$ cat config.mk
export PLATFORM = sky130hd
export DESIGN_NAME = polar_encoder_flat
export DESIGN_NICKNAME = d
export VERILOG_FILES = /design/src/rtl/polar_encoder_if.sv /design/src/rtl/polar_encoder.sv /design/src/flat_wrapper.sv
export SDC_FILE = /design/constraint.sdc
export NUM_CORES = 1
export LEC_CHECK = 0
export BUFFER_PORTS_ARGS = -buffer_cell sky130_fd_sc_hd__buf_2
export CAP_MARGIN = 5
export CORE_MARGIN = 8
export CORE_UTILIZATION = 30
export CTS_BUF_LIST = sky130_fd_sc_hd__clkbuf_2
export CTS_CLUSTER_DIAMETER = 200
export DETAILED_ROUTE_END_ITERATION = 8
export PLACE_DENSITY_LB_ADDON = 0.25
export RECOVER_POWER = 25
export SLEW_MARGIN = 20
export SYNTH_ARGS = -nofsm -noshare
export SYNTH_HDL_FRONTEND = slang
export SYNTH_SLANG_ARGS = --single-unit
$ cat constraint.sdc
create_clock -name clk -period 1.7 [get_ports clk]
set_input_delay 0.17 -clock clk [delete_from_list [all_inputs] [get_ports clk]]
set_output_delay 0.17 -clock clk [all_outputs]
set_load 0.005 [all_outputs]
$ cat src/rtl/polar_encoder_if.sv
// Handshake bundle for the polar encoder: serial info-bit input, parallel codeword output.
interface polar_encoder_if #(
    parameter int N = 8
) ();
    logic         in_valid;
    logic         in_ready;
    logic         in_bit;
    logic         out_valid;
    logic         out_ready;
    logic [N-1:0] out_code;
    logic         busy;

    modport master (
        output in_valid, in_bit, out_ready,
        input  in_ready, out_valid, out_code, busy
    );

    modport slave (
        input  in_valid, in_bit, out_ready,
        output in_ready, out_valid, out_code, busy
    );
endinterface

$ cat src/rtl/polar_encoder.sv
// Iterative polar encoder: x = u * F^(kron n), one butterfly stage per clock.
// Optional macro POLAR_ENC_BITREV_EN presents the codeword in bit-reversed order.
module polar_encoder #(
    parameter int           N           = 8,
    parameter int           LOG_N       = 3,
    parameter int           K           = 4,
    parameter logic [N-1:0] FROZEN_MASK = 8'h17
) (
    input  logic           clk,
    input  logic           rst,
    polar_encoder_if.slave bus
);
    localparam int SW = (LOG_N > 1) ? $clog2(LOG_N) : 1;

    function automatic int first_free();
        int r = 0;
        for (int i = N - 1; i >= 0; i--)
            if (!FROZEN_MASK[i]) r = i;
        return r;
    endfunction

    function automatic int last_free();
        int r = 0;
        for (int i = 0; i < N; i++)
            if (!FROZEN_MASK[i]) r = i;
        return r;
    endfunction

    function automatic int count_free();
        int r = 0;
        for (int i = 0; i < N; i++)
            if (!FROZEN_MASK[i]) r++;
        return r;
    endfunction

    function automatic int bitrev(input int idx);
        int r = 0;
        for (int b = 0; b < LOG_N; b++)
            if (((idx >> b) & 1) == 1) r = r | (1 << (LOG_N - 1 - b));
        return r;
    endfunction

    localparam logic [LOG_N-1:0] FIRST_FREE = LOG_N'(first_free());
    localparam logic [LOG_N-1:0] LAST_FREE  = LOG_N'(last_free());

    if (count_free() != K) begin : g_bad_k
        $error("polar_encoder: FROZEN_MASK leaves %0d free positions, K is %0d", count_free(), K);
    end
    if ((1 << LOG_N) != N) begin : g_bad_logn
        $error("polar_encoder: LOG_N %0d does not match N %0d", LOG_N, N);
    end

    typedef enum logic [1:0] {LOAD, ENC, OUT} state_t;

    state_t           state_reg, state_next;
    logic [N-1:0]     u_reg, u_next;
    logic [LOG_N-1:0] ptr_reg, ptr_next, ptr_adv;
    logic [SW-1:0]    stage_reg, stage_next;
    logic [N-1:0]     stage_res [LOG_N];
    logic [N-1:0]     code_perm;

    // Partner index j | 2^s equals j itself when bit s is set, so every index stays in range.
    for (genvar gi = 0; gi < LOG_N; gi++) begin : g_stage
        logic [N-1:0] res;
        always_comb begin
            res = '0;
            for (int j = 0; j < N; j++)
                res[j] = (((j >> gi) & 1) == 1) ? u_reg[j] : (u_reg[j] ^ u_reg[j | (1 << gi)]);
        end
        assign stage_res[gi] = res;
    end

    for (genvar gi = 0; gi < N; gi++) begin : g_perm
`ifdef POLAR_ENC_BITREV_EN
        assign code_perm[gi] = u_reg[bitrev(gi)];
`else
        assign code_perm[gi] = u_reg[gi];
`endif
    end

    // Lowest non-frozen index above the current pointer.
    always_comb begin
        ptr_adv = ptr_reg;
        for (int i = N - 1; i >= 0; i--)
            if (i > int'(ptr_reg) && !FROZEN_MASK[i]) ptr_adv = LOG_N'(i);
    end

    always_comb begin
        state_next = state_reg;
        u_next     = u_reg;
        ptr_next   = ptr_reg;
        stage_next = stage_reg;
        case (state_reg)
            LOAD: begin
                if (bus.in_valid) begin
                    u_next[ptr_reg] = bus.in_bit;
                    ptr_next        = ptr_adv;
                    if (ptr_reg == LAST_FREE) begin
                        state_next = ENC;
                        stage_next = '0;
                    end
                end
            end
            ENC: begin
                u_next     = stage_res[stage_reg];
                stage_next = stage_reg + 1'b1;
                if (stage_reg == SW'(LOG_N - 1)) begin
                    state_next = OUT;
                    stage_next = '0;
                end
            end
            OUT: begin
                if (bus.out_ready) begin
                    u_next     = '0;
                    ptr_next   = FIRST_FREE;
                    state_next = LOAD;
                end
            end
            default: state_next = LOAD;
        endcase
    end

    always_ff @(posedge clk) begin
        if (rst) begin
            state_reg <= LOAD;
            u_reg     <= '0;
            ptr_reg   <= FIRST_FREE;
            stage_reg <= '0;
        end else begin
            state_reg <= state_next;
            u_reg     <= u_next;
            ptr_reg   <= ptr_next;
            stage_reg <= stage_next;
        end
    end

    assign bus.in_ready  = (state_reg == LOAD);
    assign bus.out_valid = (state_reg == OUT);
    assign bus.busy      = (state_reg != LOAD);
    assign bus.out_code  = (state_reg == OUT) ? code_perm : '0;
endmodule

$ cat src/flat_wrapper.sv
// flat-port wrapper written by rule: the top's interface ports become plain ports
module polar_encoder_flat 
#(
    parameter int           N           = 8,
    parameter int           LOG_N       = 3,
    parameter int           K           = 4,
    parameter logic [N-1:0] FROZEN_MASK = 8'h17
)
  (clk, rst, bus_in_valid, bus_in_bit, bus_out_ready, bus_in_ready, bus_out_valid, bus_out_code, bus_busy);
  polar_encoder_if #(.N(N)) bus_i ();
  input  logic clk;
  input  logic rst;
  input wire logic [$bits(bus_i.in_valid)-1:0] bus_in_valid;
  input wire logic [$bits(bus_i.in_bit)-1:0] bus_in_bit;
  input wire logic [$bits(bus_i.out_ready)-1:0] bus_out_ready;
  output wire logic [$bits(bus_i.in_ready)-1:0] bus_in_ready;
  output wire logic [$bits(bus_i.out_valid)-1:0] bus_out_valid;
  output wire logic [$bits(bus_i.out_code)-1:0] bus_out_code;
  output wire logic [$bits(bus_i.busy)-1:0] bus_busy;
  assign bus_i.in_valid = bus_in_valid;
  assign bus_i.in_bit = bus_in_bit;
  assign bus_i.out_ready = bus_out_ready;
  assign bus_in_ready = bus_i.in_ready;
  assign bus_out_valid = bus_i.out_valid;
  assign bus_out_code = bus_i.out_code;
  assign bus_busy = bus_i.busy;
  polar_encoder #(.N(N), .LOG_N(LOG_N), .K(K), .FROZEN_MASK(FROZEN_MASK)) u_core (.clk(clk), .rst(rst), .bus(bus_i));
endmodule
==> out/results.tsv <==
metric	value	unit
vias in the first global route	1294	
CTS sink count	15	
Final #Nets	204	
area leader, netlist	dfxtp_1	
count of cell types in the netlist	44	
Layout area overhead	28.8	%
Max Slew Vio Count	0	
outcome	finished, violations left	
failing checks	negative setup slack	
worst hold endpoint	u_core.state_reg[1]	
residual DRC count	0	
Setup-failing EPs final	2	
Worst Setup End Kind	flip-flop	
CTS clock-pin slew for the worst setup and hold paths	0.15	ns
Worst Path Required	1.93	ns
Worst Setup Path Type	flip-flop to flip-flop	
syn nets	172	
Hold Startpoint	bus_out_ready	
total congestion overflow	0	
Mapped Cells	162	
endpoints failing hold	0	
cts bufs inserted	3	
CP Max Fanout	4	
area of the core	4030	sq um
final worst setup slack	-0.0318	ns
antenna violations before repair	0	
post-synthesis sequential area ratio	0.239	
# IOs	16	
Hold Path Depth	3	
area post-placement	1540	sq um
Achievable Freq	0.577	GHz
Post-DP HPWL	2860	um
worst reg2reg path startpoint	u_core.state_reg[0]	
routability cong.	0.849	
routed vias/inst	5.55	
ANT cells	0	
worst IR drop on VDD	432	uV
DIE WIDTH	80.8	um
Die Ht	80.8	um
DR WL/cell	15.3	um
top cell type's share of synthesized area	0.239	
first-pass GRT wire length	6080	um
number of routed nets with antenna violations	0	
reg-to-reg slack, setup	-0.03	ns
non-filler cells, final	243	
pin count of the biggest net entering global routing	19	
layout cells sized above 1	0.306	
Pleak	0.638	nW
Hold-fix buffers, CTS	0	
Max Cap Viol	0	
synthesized flop and latch total	15	
clk_lat worst skew	0.29	ns
drt initial violations	65	
period utilisation layout	1.02	
worst-case clock buffer depth	2	
Syn. warnings	0	
CTS tree	done	
Initial Util	0.312	
Min Clock Period, post-route	1.73	ns
gr usage total	0.116	
CTS root buf	clkbuf_2	
type of origin of the critical path	flip-flop	
1st-pass router iterations	4	
num rows	23	
Die Area	6520	sq um
worst min path class	input pin to flip-flop	
vias after detailed routing	1348	
RSZ-0062 raised after global routing	true	
main area contributors after synthesis	dfxtp_1 24%, ha_1 5.0%, nor2b_1 4.5%	
WL final	3720	um
filler instances	420	
placed cells	237	
Syn Std Cell Area	1260	sq um
I/O Buffers	15	
fin area	1620	sq um
CP Data Arrival Time	1.96	ns
Slew @ Worst Pin	0.346	ns
most common cell after layout, fill and taps aside	buf_4	
commonest non-fill, non-tap cells in the layout	21 x buf_4, 15 x buf_2, 13 x nor2_1	
R2R cell count	6	
Max Clock Skew	0.0112	ns
Max-slew headroom	0.769	
# H-tree levels	1	
Mean Syn Cell Area	7.77	sq um
pwr dens	1060	nW/um^2
[through the flow]
| step | power (mW) | worst slack [ns] | hold slack (ns) | utilization | TNS, ns |
|---|---|---|---|---|---|
| after floorplan | 1.12 | -0.0108 | 0.242 | - | -0.0116 |
| after global placement | 1.40 | -0.0154 | 0.537 | 0.382 | -0.0154 |
| after detailed placement | 1.42 | -0.0424 | 0.549 | 0.382 | -0.0756 |
| after CTS | 1.61 | 0.00535 | 0.238 | 0.388 | 0 |
| after global routing | 1.85 | -0.149 | 0.238 | 0.402 | -1.08 |
| final | 1.71 | -0.0318 | 0.211 | 0.402 | -0.0343 |
[kinds of logic (layout without fill, tap and decap cells)]
| group | after synthesis | after routing | share of synthesized area |
|---|---|---|---|
| AND/OR/NAND/NOR | 69 | 69 | 0.312 |
| AO/OA/AOI/OAI | 50 | 50 | 0.297 |
| buffers and inverters | 18 | 49 | 0.0646 |
| flip-flops | 15 | 15 | 0.239 |
| adder cells (fa/ha/maj) | 5 | 5 | 0.0497 |
| multiplexers | 3 | 3 | 0.0239 |
| XOR/XNOR | 2 | 2 | 0.0139 |
[how the worst max path moves through the flow]
stage	endpoint	depth (start not counted)	slack, ns	start
4_1_cts	flip-flop	7	0.005	u_core.state_reg[1]
5_1_grt	flip-flop	6	-0.15	u_core.state_reg[1]
2_1_floorplan	flip-flop	6	-0.01	u_core.state_reg[0]
6_report	flip-flop	6	-0.03	u_core.state_reg[0]
3_3_place_gp	flip-flop	7	-0.02	u_core.state_reg[1]
3_5_place_dp	flip-flop	7	-0.04	u_core.state_reg[1]
[power breakdown]
group	internal (mW)	switching, mW	total (mW)
Clock	0.0624	0.123	0.185
Combinational	0.477	0.511	0.988
Sequential	0.428	0.113	0.541
Total	0.967	0.747	1.71
[worst max-delay path, stage by stage, from the launching register on]
cell and delay, ns:
dfxtp_2 0.36, inv_2 0.06, ha_2 0.19, nor2b_1 0.18, or3_4 0.40, or3_1 0.37
a21oi_1 0.12
[final cells by class]
class | instances | area, sq um | share of cell area
timing repair buffer | 38 | 258 | 0.159
tap | 50 | 62.6 | 0.0386
sequential | 15 | 304 | 0.187
clock buffer | 4 | 20.0 | 0.0123
inverter | 7 | 30.0 | 0.0185
multi-input combinational | 129 | 947 | 0.584
[cell usage after synthesis (all sizes together)]
cell type  number
nor2b           9
a211oi          1
o41ai           2
and2            8
nor3            3
a22oi           1
ha              5
o31ai           5
xor2            2
a311oi          6
or3b            3
nor4bb          1
a221oi          1
a221o           1
a2111oi         3
mux2i           3
nand2           8
nand2b          6
and3b           2
dfxtp          15
nand3b          3
nor3b           2
nor2           14
or3             2
buf             6
and3            1
o211ai          2
o22ai           1
o21ai           6
o21a            2
a31oi           5
a21oi          11
nand4           3
nand3           4
o31a            1
clkbuf          5
o311a           1
inv             7
o32ai           1
[routing by layer]
layer  global-route usage  wire [um]  vias to the layer above
li1                     -          -                      666
met1                0.152       1740                      639
met2                0.189       1680                       39
met3               0.0199        270                        4
met4               0.0393         28                        0
met5                    0          0                        -
[repair_timing]
item | CTS | global route
gates resized for setup | 2 | 11
setup endpoints to repair | 4 | 6
buffers inserted | 0 | 2
pin swaps | 0 | 2
(Power assumes the default switching activity.)
